## src/rtl/spi_master_arbiter.sv

```systemverilog
// Round-robin arbiter sharing one SPI byte engine among NREQ requesters.
// Grants are held for a whole burst, and a watchdog reclaims the bus from stalled transfers or bursts.
module spi_master_arbiter #(
    parameter int NREQ    = 2,
    parameter int TIMEOUT = 1024
) (
    input  logic              clk,
    input  logic              reset,
    input  logic [NREQ-1:0]   req_valid,
    input  logic [NREQ*8-1:0] req_data,
    input  logic [NREQ-1:0]   req_last,
    output logic [NREQ-1:0]   req_ready,
    output logic [NREQ-1:0]   rsp_valid,
    output logic [7:0]        rsp_data,
    output logic [NREQ-1:0]   grant,
    output logic              busy,
    output logic              timeout_err,
    output logic              m_start,
    output logic [7:0]        m_tx_data,
    input  logic              m_done,
    input  logic [7:0]        m_rx_data
);

    localparam int IDXW = (NREQ > 1) ? $clog2(NREQ) : 1;
    localparam int TW   = $clog2(TIMEOUT);
    localparam logic [TW-1:0] TIMER_MAX = TW'(TIMEOUT - 1);

    localparam logic [1:0] S_IDLE  = 2'd0;
    localparam logic [1:0] S_ISSUE = 2'd1;
    localparam logic [1:0] S_WAIT  = 2'd2;
    localparam logic [1:0] S_RESP  = 2'd3;

    logic [1:0]      r_state;
    logic [TW-1:0]   r_timer;
    logic [IDXW-1:0] r_rrPtr;
    logic            r_last;
    logic [NREQ-1:0] r_grant;
    logic [NREQ-1:0] r_rspValid;
    logic [7:0]      r_rspData;
    logic            r_busy;
    logic            r_timeoutErr;
    logic            r_mStart;
    logic [7:0]      r_mTxData;

    logic            w_anyValid;
    logic [IDXW-1:0] w_pickIdx;
    logic [IDXW-1:0] w_scanIdx;
    logic [NREQ-1:0] w_pickOneHot;
    logic            w_handshake;
    logic            w_timerExpired;

    // Scan from rr_ptr+1 backwards through the loop so the earliest valid index in rotation order wins.
    always_comb begin
        w_anyValid = 1'b0;
        w_pickIdx  = '0;
        w_scanIdx  = '0;
        for (int k = NREQ - 1; k >= 0; k--) begin
            w_scanIdx = IDXW'((int'(r_rrPtr) + 1 + k) % NREQ);
            if (req_valid[w_scanIdx]) begin
                w_anyValid = 1'b1;
                w_pickIdx  = w_scanIdx;
            end
        end
    end

    assign w_pickOneHot   = {{(NREQ-1){1'b0}}, 1'b1} << w_pickIdx;
    assign w_handshake    = |(req_valid & r_grant);
    assign w_timerExpired = (r_timer == TIMER_MAX);

    // While granted, rr_ptr doubles as the owner's index for muxing its data and last flag.
    always_ff @(posedge clk or negedge reset) begin
        if (!reset) begin
            r_state      <= S_IDLE;
            r_timer      <= '0;
            r_rrPtr      <= IDXW'(NREQ - 1);
            r_last       <= 1'b0;
            r_grant      <= '0;
            r_rspValid   <= '0;
            r_rspData    <= 8'h00;
            r_busy       <= 1'b0;
            r_timeoutErr <= 1'b0;
            r_mStart     <= 1'b0;
            r_mTxData    <= 8'h00;
        end else begin
            r_mStart     <= 1'b0;
            r_rspValid   <= '0;
            r_timeoutErr <= 1'b0;
            case (r_state)
                S_IDLE: begin
                    if (w_anyValid) begin
                        r_grant <= w_pickOneHot;
                        r_rrPtr <= w_pickIdx;
                        r_timer <= '0;
                        r_state <= S_ISSUE;
                        r_busy  <= 1'b1;
                    end
                end
                S_ISSUE: begin
                    if (w_handshake) begin
                        r_mTxData <= req_data[{r_rrPtr, 3'b000} +: 8];
                        r_last    <= req_last[r_rrPtr];
                        r_mStart  <= 1'b1;
                        r_timer   <= '0;
                        r_state   <= S_WAIT;
                    end else if (w_timerExpired) begin
                        r_timeoutErr <= 1'b1;
                        r_grant      <= '0;
                        r_timer      <= '0;
                        r_state      <= S_IDLE;
                        r_busy       <= 1'b0;
                    end else begin
                        r_timer <= r_timer + 1'b1;
                    end
                end
                S_WAIT: begin
                    // A done still asserted from the previous byte overlaps the start pulse and must not count.
                    if (m_done && !r_mStart) begin
                        r_rspData  <= m_rx_data;
                        r_rspValid <= r_grant;
                        r_state    <= S_RESP;
                    end else if (w_timerExpired) begin
                        r_timeoutErr <= 1'b1;
                        r_grant      <= '0;
                        r_timer      <= '0;
                        r_state      <= S_IDLE;
                        r_busy       <= 1'b0;
                    end else begin
                        r_timer <= r_timer + 1'b1;
                    end
                end
                default: begin
                    if (r_last) begin
                        r_grant <= '0;
                        r_state <= S_IDLE;
                        r_busy  <= 1'b0;
                    end else begin
                        r_timer <= '0;
                        r_state <= S_ISSUE;
                    end
                end
            endcase
        end
    end

    assign req_ready   = (r_state == S_ISSUE) ? r_grant : '0;
    assign rsp_valid   = r_rspValid;
    assign rsp_data    = r_rspData;
    assign grant       = r_grant;
    assign busy        = r_busy;
    assign timeout_err = r_timeoutErr;
    assign m_start     = r_mStart;
    assign m_tx_data   = r_mTxData;

endmodule

```

## config.mk

```make
export PLATFORM = sky130hd
export DESIGN_NAME = spi_master_arbiter
export DESIGN_NICKNAME = d
export VERILOG_FILES = /design/src/rtl/spi_master_arbiter.sv
export SDC_FILE = /design/constraint.sdc
export NUM_CORES = 1
export LEC_CHECK = 0
export CAP_MARGIN = 20
export CORE_MARGIN = 2
export CORE_UTILIZATION = 37
export CTS_CLUSTER_DIAMETER = 200
export DETAILED_ROUTE_END_ITERATION = 7
export GPL_TIMING_DRIVEN = 1
export PLACE_DENSITY = 0.65
export SYNTH_ARGS = -nofsm -noshare
export SYNTH_HDL_FRONTEND = slang
export SYNTH_SLANG_ARGS = --single-unit
```

## constraint.sdc

```tcl
create_clock -name clk -period 5.1 [get_ports clk]
set_input_delay 1.02 -clock clk [delete_from_list [all_inputs] [get_ports clk]]
set_output_delay 1.02 -clock clk [all_outputs]
set_load 0.02 [all_outputs]
```

==> results.yml, run 1 <==
run_status:
  outcome: "finished clean"
timing:
  relSlewSlack: 0.4631
  rsz0062_at_grt: "no"
  min_period_over_period: 0.5831
  finalWorstSetupSlack_ps: 2126
  final.setup_skew_ps: 12.90
  tightest_slew_ps: 805.4
  drv_slew: 0
  setup-violations-final: 0
  fin_setup_tns_ps: 0
  min_period_ps: 2974
  timing_hold_violations_final: 0
  max_freq_ghz: 0.3363
yosys:
  synth.avg_cell_area_sq_um: 9.714
  syn_inst: 195
  yosysTopAreaCell: "dfrtp_1"
  syn-num-nets: 231
  synth_area_sq_um: 1894
  synth_compound_area_frac: 0.1519
  synthAdderAreaFrac: 0.03303
  muxShareOfSynthArea: 0.06539
  synth_top_cell_area_share: 0.4756
  yosysSeqAreaShare: 0.4894
  synth_xor_area_frac: 0
  async_flop_share: 1.000
  synth_warnings: 0
  netlist_top_cells_count: "nand2_1 (41), dfrtp_1 (36), o21ai_0 (12)"
  synth-edff-count: 0
  yosysUniqueCellTypes: 46
  yosysMostFrequentCell: "nand2_1"
  synth_area_leaders: "dfrtp_1 (48%), nand2_1 (8.1%), mux2i_1 (4.8%)"
  synth_seq_cells: 37
  synth_flop_cell: "dfrtp_1"
  synth_top_family_by_area: "simple AND/OR/NAND/NOR gates"
  yosys.area_share.simple: 0.2180
critical_path:
  crit_fanout: 10
  cp.arrival_ps: 1950
  crit_path_start_kind: "flip-flop"
  critPathRequiredTime_ps: 4080
  critPathCaptureType: "primary output"
  crit_type: "flip-flop to primary output"
place:
  placedInstanceArea_sq_um: 2474
  dp_slack_ps: 2031
  place_inst: 310
  io_buffer_count: 55
  dp_hpwl_mm: 2.902
  place_congestion: 0.7703
detailed_routing:
  viasPerCell: 5.072
  avgRoutedWirePerCell_um: 12.91
  first_iter_violations: 120
  ant_nets: 0
  wirelength_mm: 4.105
  drc_errors: 0
  vias: 1613
  first_pass_iters: 4
clock_network:
  cts_setup_buffers: 0
  cts_tree: "done"
  htree_levels: 2
  clock_latency_ps: 300
  numCtsBuffers: 5
  path_clk_slew_ps: 80
  cts.sinks: 37
  holdBufCountCts: 0
  root_buffer: "clkbuf_8"
  clk_path_buf_depth: 2
  ctsResizeCount: 0
grt:
  grt_pass1_vias: 1414
  grt_usage: 0.1556
  grt_pass1_wl_mm: 6.734
  grt_max_degree: 38
  overflow: 0
  antenna_found_initial: 0
layout:
  drive_above_1_share: 0.06452
  area_delta_synth_final_pct: 35.40
  antennaDiodeCount: 0
  instances_no_fill: 318
  nets: 283
  final_area_sq_um: 2565
floorplanning:
  fp.dieW_um: 75.55
  initial_core_util: 0.3781
  die_y_um: 75.55
  die-area_sq_um: 5708
  core_sq_um: 5010
  row_count: 26
  io_pins: 56
power_and_ir_drop:
  powerDensity_nw_per_um2: 208.4
  irDropWorstVdd_uv: 97.60
  p_leak_nw: 1.130
hold_path:
  hold_class: "flip-flop to flip-flop"
flow_run:
  max_cap_violations: 0
[critical path: stages (launching register included)]
cell and delay, ps:
dfrtp_1 430, inv_1 90, ha_1 350, and2_1 180, clkdlybuf4s50_1 600
[cells by family (layout without fill, tap and decap cells)]
group / count (synthesis) / count (layout)
adder cells (fa/ha/maj): 5 / 5
buffers and inverters: 17 / 70
flip-flops: 37 / 37
multiplexers: 12 / 12
AO/OA/AOI/OAI: 43 / 43
AND/OR/NAND/NOR: 81 / 81
[path summary, 6_finish.rpt]
kind | start | slack, ps | end | cells after the start
worst min-delay path | rsp_data[6] | 480 | rsp_data[6] | 2
min in group asynchronous | reset | 810 | m_tx_data[2] | 1
worst max register to register | r_state[1] | 2920 | r_timer[7] | 6
max in group asynchronous | reset | 3780 | r_timer[1] | 1
worst min register to register | rsp_data[6] | 480 | rsp_data[6] | 2
worst max-delay path | r_state[1] | 2130 | req_ready[0] | 4
[per-layer routing]
metal  wire [um]  GRT usage  vias to the layer above
met3         246    0.04497                        7
met4          67    0.05848                        0
li1            -          -                      800
met2        1834     0.2338                       56
met1        1957     0.2136                      750
met5           0          0                        -
[cell type report]
type	count	area (sq um)
repair buffers	55	545.5
clock inverters	3	22.52
inverters	7	26.28
clock buffers	5	68.82
fillers	488	2445
multi-input cells	141	887.1
well taps	70	87.58
flip-flops and latches	37	927.1
[cells in the final DEF, fill, tap and decap left out, types with 2 or more instances in the layout]
cell	n
and3_1	4
clkinv_4	2
a22oi_1	2
ha_1	5
mux2_1	2
o21ai_0	12
nor4_1	2
a21oi_1	4
nor2_1	2
or4_1	2
nand2b_1	4
dfrtp_1	36
clkdlybuf4s50_1	54
a31oi_1	4
inv_1	7
mux2i_1	9
o311ai_1	2
nor3_1	5
a211o_1	2
and2_1	6
clkbuf_8	5
o21ai_1	4
nand3_1	5
nand2_1	41
a22o_1	2
nand4_1	5
[registers in the layout, summed over array words and instances, names as in the netlist]
signal,cells
r_timer,10
m_tx_data,8
rsp_data,8
grant,2
r_state,2
rsp_valid,2
busy,1
m_start,1
r_last,1
r_rrPtr,1
timeout_err,1
[report_power, final]
part	leakage, nW	total [W]	internal, W	switching [W]
clock network	0.0481	0.000210	0.0000969	0.000113
registers	0.494	0.000293	0.000293	0
logic	0.588	0.0000317	0.0000210	0.0000107
[stage by stage]
stage | util | hold slack, ps | total power [W]
2_1_floorplan | - | 488.1 | 0.0003012
3_3_place_gp | 0.4938 | 456.9 | 0.0003310
3_5_place_dp | 0.4938 | 466.4 | 0.0003313
4_1_cts | 0.5120 | 485.6 | 0.0005403
5_1_grt | 0.5120 | 501.5 | 0.0005553
6_report | 0.5120 | 478.1 | 0.0005346
(Power assumes the default switching activity.)
==> run 2: changes to the inputs <==
--- a/config.mk
+++ b/config.mk
@@ -11,7 +11,7 @@
 export CTS_CLUSTER_DIAMETER = 200
 export DETAILED_ROUTE_END_ITERATION = 7
 export GPL_TIMING_DRIVEN = 1
-export PLACE_DENSITY = 0.65
+export PLACE_DENSITY = 0.68
 export SYNTH_ARGS = -nofsm -noshare
 export SYNTH_HDL_FRONTEND = slang
 export SYNTH_SLANG_ARGS = --single-unit
==> constraint.sdc (replaced) <==
create_clock -name clk -period 2.7 [get_ports clk]
set_input_delay 0.54 -clock clk [delete_from_list [all_inputs] [get_ports clk]]
set_output_delay 0.54 -clock clk [all_outputs]
set_load 0.02 [all_outputs]
==> run 2 against run 1 <==
Effect of this change:
- sequential share of layout area decreased by 0.38 points
- critical path type unchanged
- die area unchanged
- total power grew 100%
- global-route usage rose by 0.31 points
- worst setup slack got worse by 1900 ps
- flip-flop and latch count is the same
- combinational power rose by 89%
- routed wire length is 2.9% lower
- first-iteration DRC count decreased by 23%
- non-clock buffer count rose by 1
- core utilization grew 0.55 points
==> results.yml, run 2 (synthesis gave the netlist of run 1 again) <==
timing:
  setup-violations-final: 0
  fin_setup_tns_ps: 0
  timing_hold_violations_final: 0
  rsz0062_at_grt: "no"
  min_period_ps: 2482
  tightest_slew_ps: 805.2
  final.setup_skew_ps: 10.83
  drv_slew: 0
  min_period_over_period: 0.9191
  finalWorstSetupSlack_ps: 218.3
  max_freq_ghz: 0.4030
  relSlewSlack: 0.4632
detailed_routing:
  first_pass_iters: 4
  avgRoutedWirePerCell_um: 12.49
  first_iter_violations: 93
  vias: 1587
  viasPerCell: 4.975
  ant_nets: 0
  wirelength_mm: 3.985
  drc_errors: 0
critical_path:
  cpPeakStageDelay_ps: 590
  crit_type: "flip-flop to primary output"
  worst_r2r_path_depth: 6
  critPathRequiredTime_ps: 2160
  crit_chain: "inv_1 -> ha_1 -> and2_1 -> clkdlybuf4s50_1"
  crit_fanout: 10
  cp.arrival_ps: 1940
  critPathCaptureType: "primary output"
  crit_path_start_kind: "flip-flop"
  slowest_stage: "clkdlybuf4s50_1"
clock_network:
  numCtsBuffers: 5
  holdBufCountCts: 0
  cts.sinks: 37
  path_clk_slew_ps: 80
  cts_setup_buffers: 0
  ctsResizeCount: 0
  root_buffer: "clkbuf_8"
  htree_levels: 2
  clock_latency_ps: 300
  clk_path_buf_depth: 2
  cts_tree: "done"
layout:
  top_register: "r_timer"
  largest_reg_flops: 10
  final_cell_mix: "clkdlybuf4s50_1 (54), nand2_1 (41), dfrtp_1 (36)"
  final_common_cell: "clkdlybuf4s50_1"
  final_area_sq_um: 2592
  area_delta_synth_final_pct: 36.86
  antennaDiodeCount: 0
  nets: 284
  drive_above_1_share: 0.06426
hold_path:
  hold_class: "input port to asynchronous set/reset pin"
grt:
  grt_pass1_vias: 1486
  grt_usage: 0.1587
  overflow: 0
  grt_pass1_wl_mm: 6.906
  grt_max_degree: 38
  antenna_found_initial: 0
floorplanning:
  core_sq_um: 5010
  die-area_sq_um: 5708
  initial_core_util: 0.3781
  die_y_um: 75.55
  row_count: 26
  fp.dieW_um: 75.55
  io_pins: 56
power_and_ir_drop:
  p_leak_nw: 1.142
  irDropWorstVdd_uv: 339.0
  power_w: 0.001085
  powerDensity_nw_per_um2: 418.6
flow_run:
  max_cap_violations: 0
place:
  place_congestion: 0.8115
  io_buffer_count: 55
  placedInstanceArea_sq_um: 2481
  dp_hpwl_mm: 2.970
  dp_slack_ps: 334.5
run_status:
  outcome: "finished clean"
[run 2: final timing paths]
| check | from | endpoint | slack, ps |
|---|---|---|---|
| max | r_state[1] | req_ready[0] | 220 |
| min | reset | rsp_data[0] | 330 |
| max reg2reg | r_state[1] | r_timer[7] | 550 |
| min reg2reg | rsp_data[7] | rsp_data[7] | 480 |
| max in group asynchronous | reset | m_tx_data[2] | 1860 |
| min in group clk | rsp_data[7] | rsp_data[7] | 480 |
[run 2: critical path: cells and delay by family (launching register included)]
kind	cells	cell delay, ps
fa+ha+maj	1	350
buf+inv	2	680
flops	1	430
simple gates	1	180
[run 2: through the flow]
stage	util	hold slack (ps)	std cells
final	0.5175	332.8	319
after floorplan	-	244.4	195
after global routing	0.5175	395.7	319
after global placement	0.4953	457.7	311
after detailed placement	0.4953	461.5	311
after CTS	0.5175	364.9	319
[run 2: layer usage]
metal	up-vias	track usage	share of wire
met2	44	0.2531	0.48
met3	6	0.04365	0.047
met5	-	0	0
li1	802	-	-
met4	0	0.05263	0.018
met1	735	0.2093	0.46
[run 2: cell type report]
type,count,area [sq um]
fillers,469,2417
clock buffers,6,72.57
well taps,70,87.58
flip-flops and latches,37,927.1
multi-input cells,141,887.1
clock inverters,2,38.79
inverters,7,26.28
repair buffers,56,553.0
[run 2: power by group]
group          leakage (nW)  internal (W)  switching, W
registers             0.494      0.000554             0
logic                 0.593     0.0000396     0.0000203
clock network        0.0554      0.000277      0.000194
==> run 3: changes to the inputs <==
--- a/config.mk
+++ b/config.mk
@@ -5,7 +5,9 @@
 export SDC_FILE = /design/constraint.sdc
 export NUM_CORES = 1
 export LEC_CHECK = 0
+export ABC_AREA = 1
 export CAP_MARGIN = 20
+export CORE_ASPECT_RATIO = 0.9
 export CORE_MARGIN = 2
 export CORE_UTILIZATION = 37
 export CTS_CLUSTER_DIAMETER = 200
==> run 3 against run 2 <==
Effect of this change:
- clock power shrank 21%
- worst hold slack improved by 9.7 ps
- worst setup slack improved by 61 ps
==> results.yml, run 3 <==
run_status:
  outcome: "finished clean"
timing:
  min_period_ps: 2421
  final.setup_skew_ps: 10.12
  max_freq_ghz: 0.4130
  tightest_slew_ps: 816.2
  drv_slew: 0
  min_period_over_period: 0.8967
  timing_hold_violations_final: 0
  setup-violations-final: 0
  fin_setup_tns_ps: 0
  relSlewSlack: 0.4559
  rsz0062_at_grt: "no"
power_and_ir_drop:
  irDropWorstVdd_uv: 513.4
  powerDensity_nw_per_um2: 1002
  p_int_w: 0.001475
  p_seq_frac: 0.348
  p_leak_nw: 1.236
  combPwrFrac: 0.508
  clockPowerShare: 0.144
  p_sw_w: 0.001092
  swShare: 0.4254
yosys:
  yosysUniqueCellTypes: 26
  syn-num-nets: 276
  syn_inst: 240
  synth_compound_area_frac: 0.07003
  synth_top_family_by_area: "simple AND/OR/NAND/NOR gates"
  async_flop_share: 1.000
  synth_warnings: 0
  yosysMostFrequentCell: "nand2_1"
  netlist_top_cells_count: "nand2_1 (92), dfrtp_1 (36), nor2_1 (26)"
  synth_seq_cells: 37
  yosys.area_share.simple: 0.3158
  synth.avg_cell_area_sq_um: 7.742
  yosysTopAreaCell: "dfrtp_1"
  synth_top_cell_area_share: 0.4848
  synth-edff-count: 0
  yosysSeqAreaShare: 0.4990
  synth_flop_cell: "dfrtp_1"
  synth_xor_area_frac: 0.01414
  muxShareOfSynthArea: 0
  synth_area_leaders: "dfrtp_1 (48%), nand2_1 (19%), nor2_1 (5.3%)"
  synthAdderAreaFrac: 0.03367
  synth_area_sq_um: 1858
grt:
  grt_pass1_wl_mm: 6.624
  antenna_found_initial: 0
  grt_max_degree: 38
  overflow: 0
  grt_usage: 0.1497
  grt_pass1_vias: 1543
layout:
  top_register: "r_timer"
  seq_area_sq_um: 927.1
  area_delta_synth_final_pct: 37.91
  final_common_cell: "nand2_1"
  antennaDiodeCount: 0
  fill_cells: 484
  final_cell_mix: "nand2_1 (92), clkdlybuf4s50_1 (54), dfrtp_1 (36)"
  multi_input_area_sq_um: 805.8
  nets: 336
  final_util: 0.5300
  drive_above_1_share: 0.07309
  largest_reg_flops: 10
clock_network:
  numCtsBuffers: 5
  path_clk_slew_ps: 80
  cts_setup_buffers: 0
  cts.sinks: 37
  clk_path_buf_depth: 2
  htree_levels: 2
  holdBufCountCts: 0
  ctsResizeCount: 0
  cts_tree: "done"
  root_buffer: "clkbuf_8"
  clock_latency_ps: 290
hold_path:
  hold_class: "input port to asynchronous set/reset pin"
floorplanning:
  die_y_um: 71.23
  initial_core_util: 0.3843
  die-area_sq_um: 5605
  io_pins: 56
  row_count: 24
  fp.dieW_um: 78.70
  core_sq_um: 4835
detailed_routing:
  viasPerCell: 4.585
  first_pass_iters: 5
  first_iter_violations: 103
  vias: 1678
  wirelength_mm: 4.044
  drc_errors: 0
  avgRoutedWirePerCell_um: 11.05
  ant_nets: 0
place:
  dp_hpwl_mm: 3.057
  place_congestion: 0.8296
  io_buffer_count: 55
critical_path:
  critPathCaptureType: "primary output"
  critPathRequiredTime_ps: 2160
  crit_path_start_kind: "flip-flop"
  crit_type: "flip-flop to primary output"
  cp.arrival_ps: 1880
  crit_fanout: 7
flow_run:
  max_cap_violations: 0
[run 3: power groups by stage]
stage	Sequential, W	Clock (W)	Combinational, W
6_report	0.000893	0.000370	0.00130
2_1_floorplan	0.00104	0	0.000646
3_5_place_dp	0.000899	0	0.00131
4_1_cts	0.000896	0.000383	0.00132
5_1_grt	0.000921	0.000411	0.00144
3_3_place_gp	0.000899	0	0.00130
[run 3: per-stage QoR]
stage / area (sq um) / cells / hold slack [ps] / setup slack [ps] / power, W
final: 2562 / 366 / 342.5 / 278.9 / 0.002567
after floorplan: 1858 / 240 / 244.4 / 1189 / 0.001684
after detailed placement: 2480 / 358 / 471.9 / 593.0 / 0.002213
after CTS: 2562 / 366 / 385.8 / 270.7 / 0.002597
after global routing: 2562 / 366 / 424.6 / 154.6 / 0.002773
after global placement: 2480 / 358 / 473.5 / 624.2 / 0.002202
[run 3: area by class of cell]
cell class	instances	share of cell area
clock buffer	6	0.02832
clock inverter	2	0.003906
inverter	30	0.04395
multi-input combinational	170	0.3145
sequential	37	0.3618
tap	65	0.03174
timing repair buffer	56	0.2158
[run 3: worst max-delay path: stages, from the launching register on]
cell	delay, ps
dfrtp_1	400
inv_1	120
ha_1	340
nand2_1	90
inv_1	50
clkdlybuf4s50_1	590
[run 3: cell families (layout without fill, tap and decap cells)]
group / count (synthesis) / in the layout
AOI/OAI and AO/OA: 22 / 22
buffers and inverters: 33 / 94
DFF: 37 / 37
xor gates and xnor gates: 3 / 3
adders and majority gates: 5 / 5
and+or+nand+nor: 140 / 140
[run 3: worst paths after layout]
check                            startpoint           end  slack (ps)  depth (start not counted)
min in group clk                rsp_data[5]   rsp_data[5]         490                          2
worst max register to register   r_state[0]    r_state[0]         890                          7
max in group asynchronous             reset       m_start        1830                          1
worst max-delay path             r_state[1]  req_ready[1]         280                          5
worst min-delay path                  reset    r_timer[4]         340                          1
worst min register to register  rsp_data[5]   rsp_data[5]         490                          2
[run 3: routing by layer]
| layer | GRT usage | vias up | wire (um) |
|---|---|---|---|
| met1 | 0.1910 | 755 | 1875 |
| li1 | - | 866 | - |
| met2 | 0.2374 | 50 | 1805 |
| met4 | 0.04094 | 0 | 38 |
| met3 | 0.06045 | 7 | 325 |
| met5 | 0 | - | 0 |
